===== config.mk =====
export PLATFORM = sky130hd
export DESIGN_NAME = amem_spy
export DESIGN_NICKNAME = d
export VERILOG_FILES = /design/src/rtl/amem_spy.sv
export SDC_FILE = /design/constraint.sdc
export NUM_CORES = 1
export LEC_CHECK = 0
export ABC_AREA = 1
export BUFFER_PORTS_ARGS = -buffer_cell sky130_fd_sc_hd__clkbuf_2
export CORE_MARGIN = 3
export CORE_UTILIZATION = 25
export CTS_CLUSTER_DIAMETER = 80
export DETAILED_ROUTE_END_ITERATION = 10
export PLACE_DENSITY_LB_ADDON = 0.25
export SLEW_MARGIN = 25
export SYNTH_ARGS = -nofsm -noshare
export SYNTH_HDL_FRONTEND = slang
export SYNTH_SLANG_ARGS = --single-unit

===== constraint.sdc =====
create_clock -name clk -period 4.4 [get_ports clk]
set_input_delay 1.1 -clock clk [delete_from_list [all_inputs] [get_ports clk]]
set_output_delay 1.1 -clock clk [all_outputs]
set_load 0.1 [all_outputs]

===== src/rtl/amem_spy.sv =====
// rtl/amem_spy.sv - A-memory spy port: CPU passthrough when running, FSM-driven access when halted
// Optional full-memory clear controlled by AMEM_SPY_CLEAR_EN.
module amem_spy #(
    parameter int ADDR_WIDTH = 10,
    parameter int DATA_WIDTH = 32
) (
    input  logic                  clk,
    input  logic                  reset,
    input  logic                  halt,
    input  logic [ADDR_WIDTH-1:0] cpu_aadr,
    input  logic                  cpu_arp,
    input  logic                  cpu_awp,
    input  logic [DATA_WIDTH-1:0] cpu_l,
    input  logic                  spy_req,
    input  logic                  spy_wr,
    input  logic [ADDR_WIDTH-1:0] spy_addr,
    input  logic [DATA_WIDTH-1:0] spy_wdata,
    output logic                  spy_ack,
    output logic [DATA_WIDTH-1:0] spy_rdata,
    input  logic                  clr_req,
    output logic                  clr_done,
    output logic [ADDR_WIDTH-1:0] aadr,
    output logic                  arp,
    output logic                  awp,
    output logic [DATA_WIDTH-1:0] l,
    input  logic [DATA_WIDTH-1:0] amem
);

`ifdef AMEM_SPY_CLEAR_EN
    typedef enum logic [2:0] {IDLE, RD, RDW, WR, ACK, CLR} state_t;
`else
    typedef enum logic [2:0] {IDLE, RD, RDW, WR, ACK} state_t;
`endif

    state_t                state_q, state_d;
    logic [ADDR_WIDTH-1:0] addr_q, addr_d;
    logic [DATA_WIDTH-1:0] wdata_q, wdata_d;
    logic [DATA_WIDTH-1:0] rdata_q, rdata_d;

`ifdef AMEM_SPY_CLEAR_EN
    logic [ADDR_WIDTH-1:0] cnt_q, cnt_d;
    logic                  clr_done_q, clr_done_d;
`else
    logic                  unused_clr_req;
    assign unused_clr_req = clr_req;
`endif

    always_ff @(posedge clk or posedge reset) begin
        if (reset) begin
            state_q <= IDLE;
            addr_q  <= '0;
            wdata_q <= '0;
            rdata_q <= '0;
`ifdef AMEM_SPY_CLEAR_EN
            cnt_q      <= '0;
            clr_done_q <= 1'b0;
`endif
        end else begin
            state_q <= state_d;
            addr_q  <= addr_d;
            wdata_q <= wdata_d;
            rdata_q <= rdata_d;
`ifdef AMEM_SPY_CLEAR_EN
            cnt_q      <= cnt_d;
            clr_done_q <= clr_done_d;
`endif
        end
    end

    always_comb begin
        state_d = state_q;
        addr_d  = addr_q;
        wdata_d = wdata_q;
        rdata_d = rdata_q;
`ifdef AMEM_SPY_CLEAR_EN
        cnt_d      = cnt_q;
        clr_done_d = 1'b0;
`endif
        case (state_q)
            IDLE: begin
                if (halt) begin
`ifdef AMEM_SPY_CLEAR_EN
                    if (clr_req) begin
                        state_d = CLR;
                        cnt_d   = '0;
                    end else
`endif
                    if (spy_req) begin
                        addr_d  = spy_addr;
                        wdata_d = spy_wdata;
                        state_d = spy_wr ? WR : RD;
                    end
                end
            end
            RD:  state_d = halt ? RDW : IDLE;
            RDW: begin
                // An aborted read leaves the previous result visible.
                if (halt) begin
                    rdata_d = amem;
                    state_d = ACK;
                end else begin
                    state_d = IDLE;
                end
            end
            WR:  state_d = halt ? ACK : IDLE;
            ACK: begin
                if (!spy_req) state_d = IDLE;
            end
`ifdef AMEM_SPY_CLEAR_EN
            CLR: begin
                if (!halt) begin
                    state_d = IDLE;
                    cnt_d   = '0;
                end else begin
                    cnt_d = cnt_q + ADDR_WIDTH'(1);
                    if (cnt_q == '1) begin
                        state_d    = IDLE;
                        clr_done_d = 1'b1;
                    end
                end
            end
`endif
            default: state_d = IDLE;
        endcase
    end

    always_comb begin
        aadr = addr_q;
        l    = wdata_q;
        arp  = 1'b0;
        awp  = 1'b0;
        if (!halt) begin
            aadr = cpu_aadr;
            l    = cpu_l;
            arp  = cpu_arp;
            awp  = cpu_awp;
        end else begin
            case (state_q)
                RD: arp = 1'b1;
                WR: awp = 1'b1;
`ifdef AMEM_SPY_CLEAR_EN
                CLR: begin
                    aadr = cnt_q;
                    l    = '0;
                    awp  = 1'b1;
                end
`endif
                default: ;
            endcase
        end
    end

    assign spy_ack   = (state_q == ACK);
    assign spy_rdata = rdata_q;
`ifdef AMEM_SPY_CLEAR_EN
    assign clr_done  = clr_done_q;
`else
    assign clr_done  = 1'b0;
`endif

endmodule

# Yosys cells after proc, flatten, opt, wreduce, memory -nomap -nowiden
# Index checks and enable logic that the tools add are counted.
# word_totals
ff_bits	77
# op_classes
eq_ne	7
n_reduce_logical	5
n_mux	13
# ops
cell	count
$mux W32	1
$mux W3	4
$pmux W3 S4	1
$mux W10	1
$eq A3 B2 Y1 const B	2
$ne A2 B2 Y1 const B	3
$reduce_and A3 Y1	2
$mux W1	4
$mux W2	2
$eq A3 B1 Y1 const B	1
$eq A3 B3 Y1 const B	1
$logic_not A3 Y1	1
$reduce_and A2 Y1	1
$reduce_or A2 Y1	1

# Longest topological paths before layout
# Gate-level depths: netlist of the first run.
# depth
depth_word	4
mapped_depth	7
depth_no_buf	6

# Worst setup path after synthesis of the first run
# No wires, ideal clock.
# synth_path
path_kind	input to output
startpoint	in halt
endpoint	out arp
n_path_buf	2
path_slack_ns	-0.267
stages	3
t_required_ns	3.300
arrival_time_ns	3.567
path_cell_list	buf_2 -> buf_2 -> o21ai_0
# synth_between
elab_chain_cells	1
# synth_rtl
element	line	text
start: declaration	9	input logic halt,
$mux W1	132	if (!halt) begin
end: declaration	23	output logic arp,
# Every way passes these cells.

# Final worst setup path of the first run
# layout_path
startpoint	in halt
endpoint	out l[2]
# layout_between
elab_chain_cells	1
# layout_rtl
element	line	text
$mux W32	132	
end: declaration	25	output logic [DATA_WIDTH-1:0] l,
# Every way passes these cells.

==> results.toml, run 1 <==
[die]
die_h_um = 126
dieWidth_um = 126
rows = 43
die-area_um2 = 16000
core_um2 = 14000
ioPinCount = 202
initial_core_util_pct = 25.8

[global_routing]
antenna_found_initial = 0
grt_usage_pct = 13.0
grt_pass1_vias = 3353
grt_pass1_wl_um = 16800
grt_start_max_net_pins = 52
grt_overflow = 0

[worst_setup_path]
start_kind = "primary input"
crit_type = "in -> out"
critical_path_peak_fanout = 25
cp-end-kind = "primary output"
critPathArrivalTime_ps = 2630
required_ps = 3300

[cells_and_area]
fin_util_pct = 36.5
layout-area-overhead-vs-synth_pct = 41.4
n_antenna_cell = 0
drive_gt1_share_pct = 45.6
fin_nets = 709
fill_cells = 1447

[yosys]
synth.top_cell.area_share_pct = 53.2
async_flop_share_pct = 100
synth_cell_type_count = 18
syn_nets = 522
yosys_warnings = 0
yosys-top-cells-count = "187 x nand2_1, 77 x dfrtp_1, 43 x nand4_1"
synth.cell_area_um2 = 3620
ys.flop_type = "dfrtp_1"
ys_seq_area_share_pct = 53.2
yosysTopAreaCell = "dfrtp_1"
yosys-top-cells-area = "dfrtp_1 53%, nand2_1 19%, mux2_2 13%"
ys_ff_latch = 77
synth-edff-count = 0
synth_cells = 398
synth_most_common_cell = "nand2_1"
synth.avg_cell_area_um2 = 9.10

[drt]
via_count = 3373
drt-initial-drc-count = 132
drc_errors = 0
drt-total-wl_um = 10100
dr.max_layer_used = "met4"
m1WireLength_um = 4300
wire_per_inst_um = 13.1
dr_wl_met2_um = 4860
postRouteAntennaNets = 0
wl_met3_um = 823
via_per_inst = 4.38
dr.pass1.iters = 4

[clocking]
hold_buffers = 0
clkTransAtPathRegs_ps = 50
cts_inserted_buffers = 9
cts_resized = 0
root_buffer = "clkbuf_16"
clkSinkCount = 77
max-clock-path-buffers = 2
htree_levels = 3
cts_tree = "done"
clk_latency_ps = 340
cts_setup_buffers = 0

[sta]
post-route-min-period_ps = 3730
min_period_over_period_pct = 84.9
finalHoldViolCount = 0
rsz0062_at_grt = "false"
finalSetupTns_ps = 0
setup_viol = 0
worst_pin_slew_ps = 906
clock_skew_ps = 5.90
max_freq_ghz = 0.268
report.final.slew_viol_count = 0
maxSlewHeadroom_pct = 39.6

[placed_design]
port_buffers = 199
dpl.hpwl_um = 7360
gp_congestion = 0.806

[job]
drv_cap = 0

[run_status]
outcome = "finished, final reports clean"

[hold_path]
hp-class = "reg -> reg"
-- worst max-delay path: stages --
cell,delay (ps)
clkbuf_2,520
buf_12,260
mux2_2,360
clkbuf_2,370
-- per-layer routing --
metal | track usage [%] | up-vias
met5 | 0 | -
met1 | 16.2 | 1559
met2 | 21.3 | 129
li1 | - | 1677
met4 | 3.22 | 0
met3 | 4.88 | 8
-- flip-flops by register name (all words and copies together) (netlist names) --
signal     flops
wdata_q       32
addr_q        10
state_q        3
spy_rdata     32
-- cell usage in the layout, fill, tap and decap left out, types with 2 or more instances in the layout --
| master | Yosys | routed |
|---|---|---|
| buf_4 | 4 | 5 |
| nand4_1 | 43 | 43 |
| buf_12 | 0 | 2 |
| mux2_2 | 42 | 42 |
| clkinv_4 | 0 | 2 |
| nand2_1 | 187 | 187 |
| nand3_1 | 3 | 3 |
| nor2_4 | 2 | 2 |
| dfrtp_1 | 77 | 77 |
| clkbuf_2 | 0 | 198 |
| clkbuf_16 | 0 | 9 |
| bufinv_16 | 0 | 3 |
| inv_2 | 3 | 3 |
| inv_1 | 6 | 5 |
-- cell families after synthesis --
family	share of synthesized area, %
buffers and inverters	4.97
AOI/OAI and AO/OA	0.311
other	0.104
muxes	13.1
and+or+nand+nor	28.4
DFF	53.2
-- area by class of cell --
cell class              instances  area, µm²  share of cell area (%)
flip-flops and latches         77       1930                    37.6
well taps                     180        225                    4.40
inverters                       9       35.0                   0.684
clock buffers                  11        243                    4.74
clock inverters                 5        108                    2.10
repair buffers                205       1070                    20.9
multi-input cells             283       1520                    29.6
-- stage by stage --
| stage | hold slack [ps] | std cells | cell area [µm²] | setup WS (ps) |
|---|---|---|---|---|
| after CTS | 473 | 770 | 5120 | 615 |
| after floorplan | 436 | 398 | 3620 | 399 |
| after global placement | 455 | 754 | 4770 | 661 |
| after detailed placement | 458 | 754 | 4770 | 617 |
| final | 469 | 770 | 5120 | 666 |
| after global routing | 497 | 770 | 5120 | 563 |
-- final timing paths --
kind                                endpoint  depth (start not counted)  slack (ps)   startpoint
min in group asynchronous       spy_rdata[8]                          2         900        reset
worst min-delay path             wdata_q[26]                          2         470  wdata_q[26]
worst max register to register   wdata_q[14]                          5        1890   state_q[2]
worst min register to register   wdata_q[26]                          2         470  wdata_q[26]
worst max-delay path                    l[2]                          4         670         halt
max in group asynchronous        wdata_q[18]                          3        2610        reset
Power of run 1 is not shown: default switching activity piles up to over one toggle a cycle in this logic, so the estimate is an artifact.
==> run 2, diff against run 1 <==
ABC_AREA = 0   (was 1)
clock period = 3.15 ns   (was 4.4 ns; I/O delays follow)
==> run 2 against run 1 <==
  * Critical path type unchanged
  * Highest routed layer unchanged
  * Critical path depth unchanged
  * Via count down 24%
  * First-iteration DRC count down 52%
==> results.toml, run 2 <==
[run_status]
outcome = "finished, final reports clean"

[cells_and_area]
final_area_um2 = 5710
layout_commonest_cell = "clkbuf_2"
fin_cells = 606
n_antenna_cell = 0
mostFrequentLayoutCells = "155 x clkbuf_2, 87 x mux2_2, 77 x dfrtp_1"
layout-area-overhead-vs-synth_pct = 60.5
fin_util_pct = 42.1
fin_nets = 549
drive_gt1_share_pct = 79.1

[power_and_ir_drop]
pwr-share-comb_pct = 58.2
p_sw_uw = 2930
cellPowerDensity_nw_per_um2 = 1000
p_sw_share_pct = 51.0
pwr-share-seq_pct = 25.6
total_leakage_power_uw = 0.00277
internal_power_uw = 2810
ir_drop_uv = 602
p_clk_share_pct = 16.2

[global_routing]
grt_overflow = 0
grt_start_max_net_pins = 41
grt_usage_pct = 11.9
grt_pass1_wl_um = 14800
antenna_found_initial = 0
grt_pass1_vias = 2849

[placed_design]
gp_congestion = 0.707
dp_cells = 590
dpl.hpwl_um = 7040
port_buffers = 199
placed_area_um2 = 5440

[worst_setup_path]
required_ps = 2360
critical_path.cell_chain = "clkbuf_2 > buf_12 > mux2_2 > buf_12"
crit_slowest_cell = "mux2_2"
cpPeakStageDelay_ps = 380
startpoint = "halt"
cp-end-kind = "primary output"
reg2reg_from = "state_q[2]"
critical_path_peak_fanout = 24
crit_type = "in -> out"
critPathArrivalTime_ps = 1840
start_kind = "primary input"
crit_top_cell = "buf_12"

[clocking]
cts_tree = "done"
clkSinkCount = 77
clk_latency_ps = 330
cts_setup_buffers = 0
htree_levels = 3
max-clock-path-buffers = 2
cts_inserted_buffers = 9
clkTransAtPathRegs_ps = 60
cts_resized = 0
root_buffer = "clkbuf_16"
hold_buffers = 0

[job]
drv_cap = 0

[sta]
finalSetupTns_ps = 0
post-route-min-period_ps = 2630
max_freq_ghz = 0.380
min_period_over_period_pct = 83.5
fin_hold_ws_ps = 501
finalHoldViolCount = 0
maxSlewHeadroom_pct = 54.1
worst_pin_slew_ps = 688
rsz0062_at_grt = "false"
setup_viol = 0
clock_skew_ps = 7.57
report.final.slew_viol_count = 0

[yosys]
yosys-top-cells-count = "87 x mux2_2, 77 x dfrtp_1, 30 x mux2_4"
synth_cells = 224
yosys.area_share.simple_pct = 1.79
yosys_warnings = 0
muxShareOfSynthArea_pct = 40.2
synthXorXnorAreaFrac_pct = 0
synth.cell_area_um2 = 3560
async_flop_share_pct = 100
synth_adder_area_share_pct = 0
ys.flop_type = "dfrtp_1"
synth_cell_type_count = 20
yosys-top-cells-area = "dfrtp_1 54%, mux2_2 28%, mux2_4 13%"
ys_ff_latch = 77
synth.top_cell.area_share_pct = 54.1
synth_compound_area_share_pct = 0.563
yosysTopAreaCell = "dfrtp_1"
synth-edff-count = 0
syn_nets = 348
synth_top_family_by_area = "multiplexers"
synth_most_common_cell = "mux2_2"
synth.avg_cell_area_um2 = 15.9
ys_seq_area_share_pct = 54.1

[drt]
drt-total-wl_um = 8980
via_count = 2551
drt-initial-drc-count = 63
postRouteAntennaNets = 0
via_per_inst = 4.21
wire_per_inst_um = 14.8
dr.pass1.iters = 4
drc_errors = 0

[hold_path]
hp-class = "reg -> reg"
hp-start = "wdata_q[29]"

[die]
initial_core_util_pct = 26.2
die_h_um = 125
dieWidth_um = 125
die-area_um2 = 15700
core_um2 = 13600
ioPinCount = 202
rows = 42
[run 2: changes by cell type after synthesis, sizes merged, moves of 3 or more]
cell,before,now
nand3,4,1
clkbuf,4,1
mux2,42,117
buf,25,13
inv,9,3
nand4,43,0
nand2,187,1
[run 2: cell families (layout without fill, tap and decap cells)]
group / count (synthesis) / after routing
mux: 117 / 117
flops: 77 / 77
buf+inv: 17 / 223
simple gates: 9 / 9
compound gates: 3 / 3
other cells: 1 / 1
[run 2: final cells by class]
| type | instances | area (µm²) |
|---|---|---|
| fill | 1307 | 7850 |
| sequential | 77 | 1930 |
| timing repair buffer | 204 | 1760 |
| multi-input combinational | 130 | 1530 |
| clock buffer | 11 | 233 |
| tap | 176 | 220 |
| clock inverter | 5 | 37.5 |
| inverter | 3 | 12.5 |
[run 2: worst max-delay path, delay by kind of cell]
| kind | cells | cell delay [ps] |
|---|---|---|
| buffers and inverters | 3 | 650 |
| muxes | 1 | 380 |
[run 2: routing by layer]
| metal | vias up | GRT usage [%] | share of wire, % |
|---|---|---|---|
| met1 | 1234 | 14.0 | 41 |
| met4 | 0 | 6.19 | 2.2 |
| li1 | 1195 | - | - |
| met5 | - | 0 | 0 |
| met2 | 110 | 19.7 | 50 |
| met3 | 12 | 3.62 | 6.8 |
[run 2: path summary, 6_finish.rpt]
path | endpoint | slack (ps) | depth (start not counted)
hold / removal | wdata_q[29] | 500 | 1
hold reg to reg | wdata_q[29] | 500 | 1
setup / recovery | l[12] | 520 | 4
min in group asynchronous | spy_rdata[16] | 520 | 2
setup reg to reg | spy_rdata[16] | 1390 | 4
max in group asynchronous | spy_rdata[8] | 1970 | 3
[run 2: power groups by stage]
stage | clock network (µW) | registers, µW | logic, µW
after floorplan | 0 | 2640 | 1360
after detailed placement | 0 | 1480 | 3360
after global placement | 0 | 1480 | 3340
after CTS | 975 | 1470 | 3370
after global routing | 1030 | 1520 | 3430
final | 931 | 1470 | 3340
[run 2: through the flow]
step | total power (µW) | setup slack (ps)
floorplan | 4000 | 213
global placement | 4820 | 497
detailed placement | 4840 | 480
CTS | 5820 | 482
global route | 5970 | 442
finish | 5740 | 518
No activity file was read; power rests on OpenSTA's default activity.
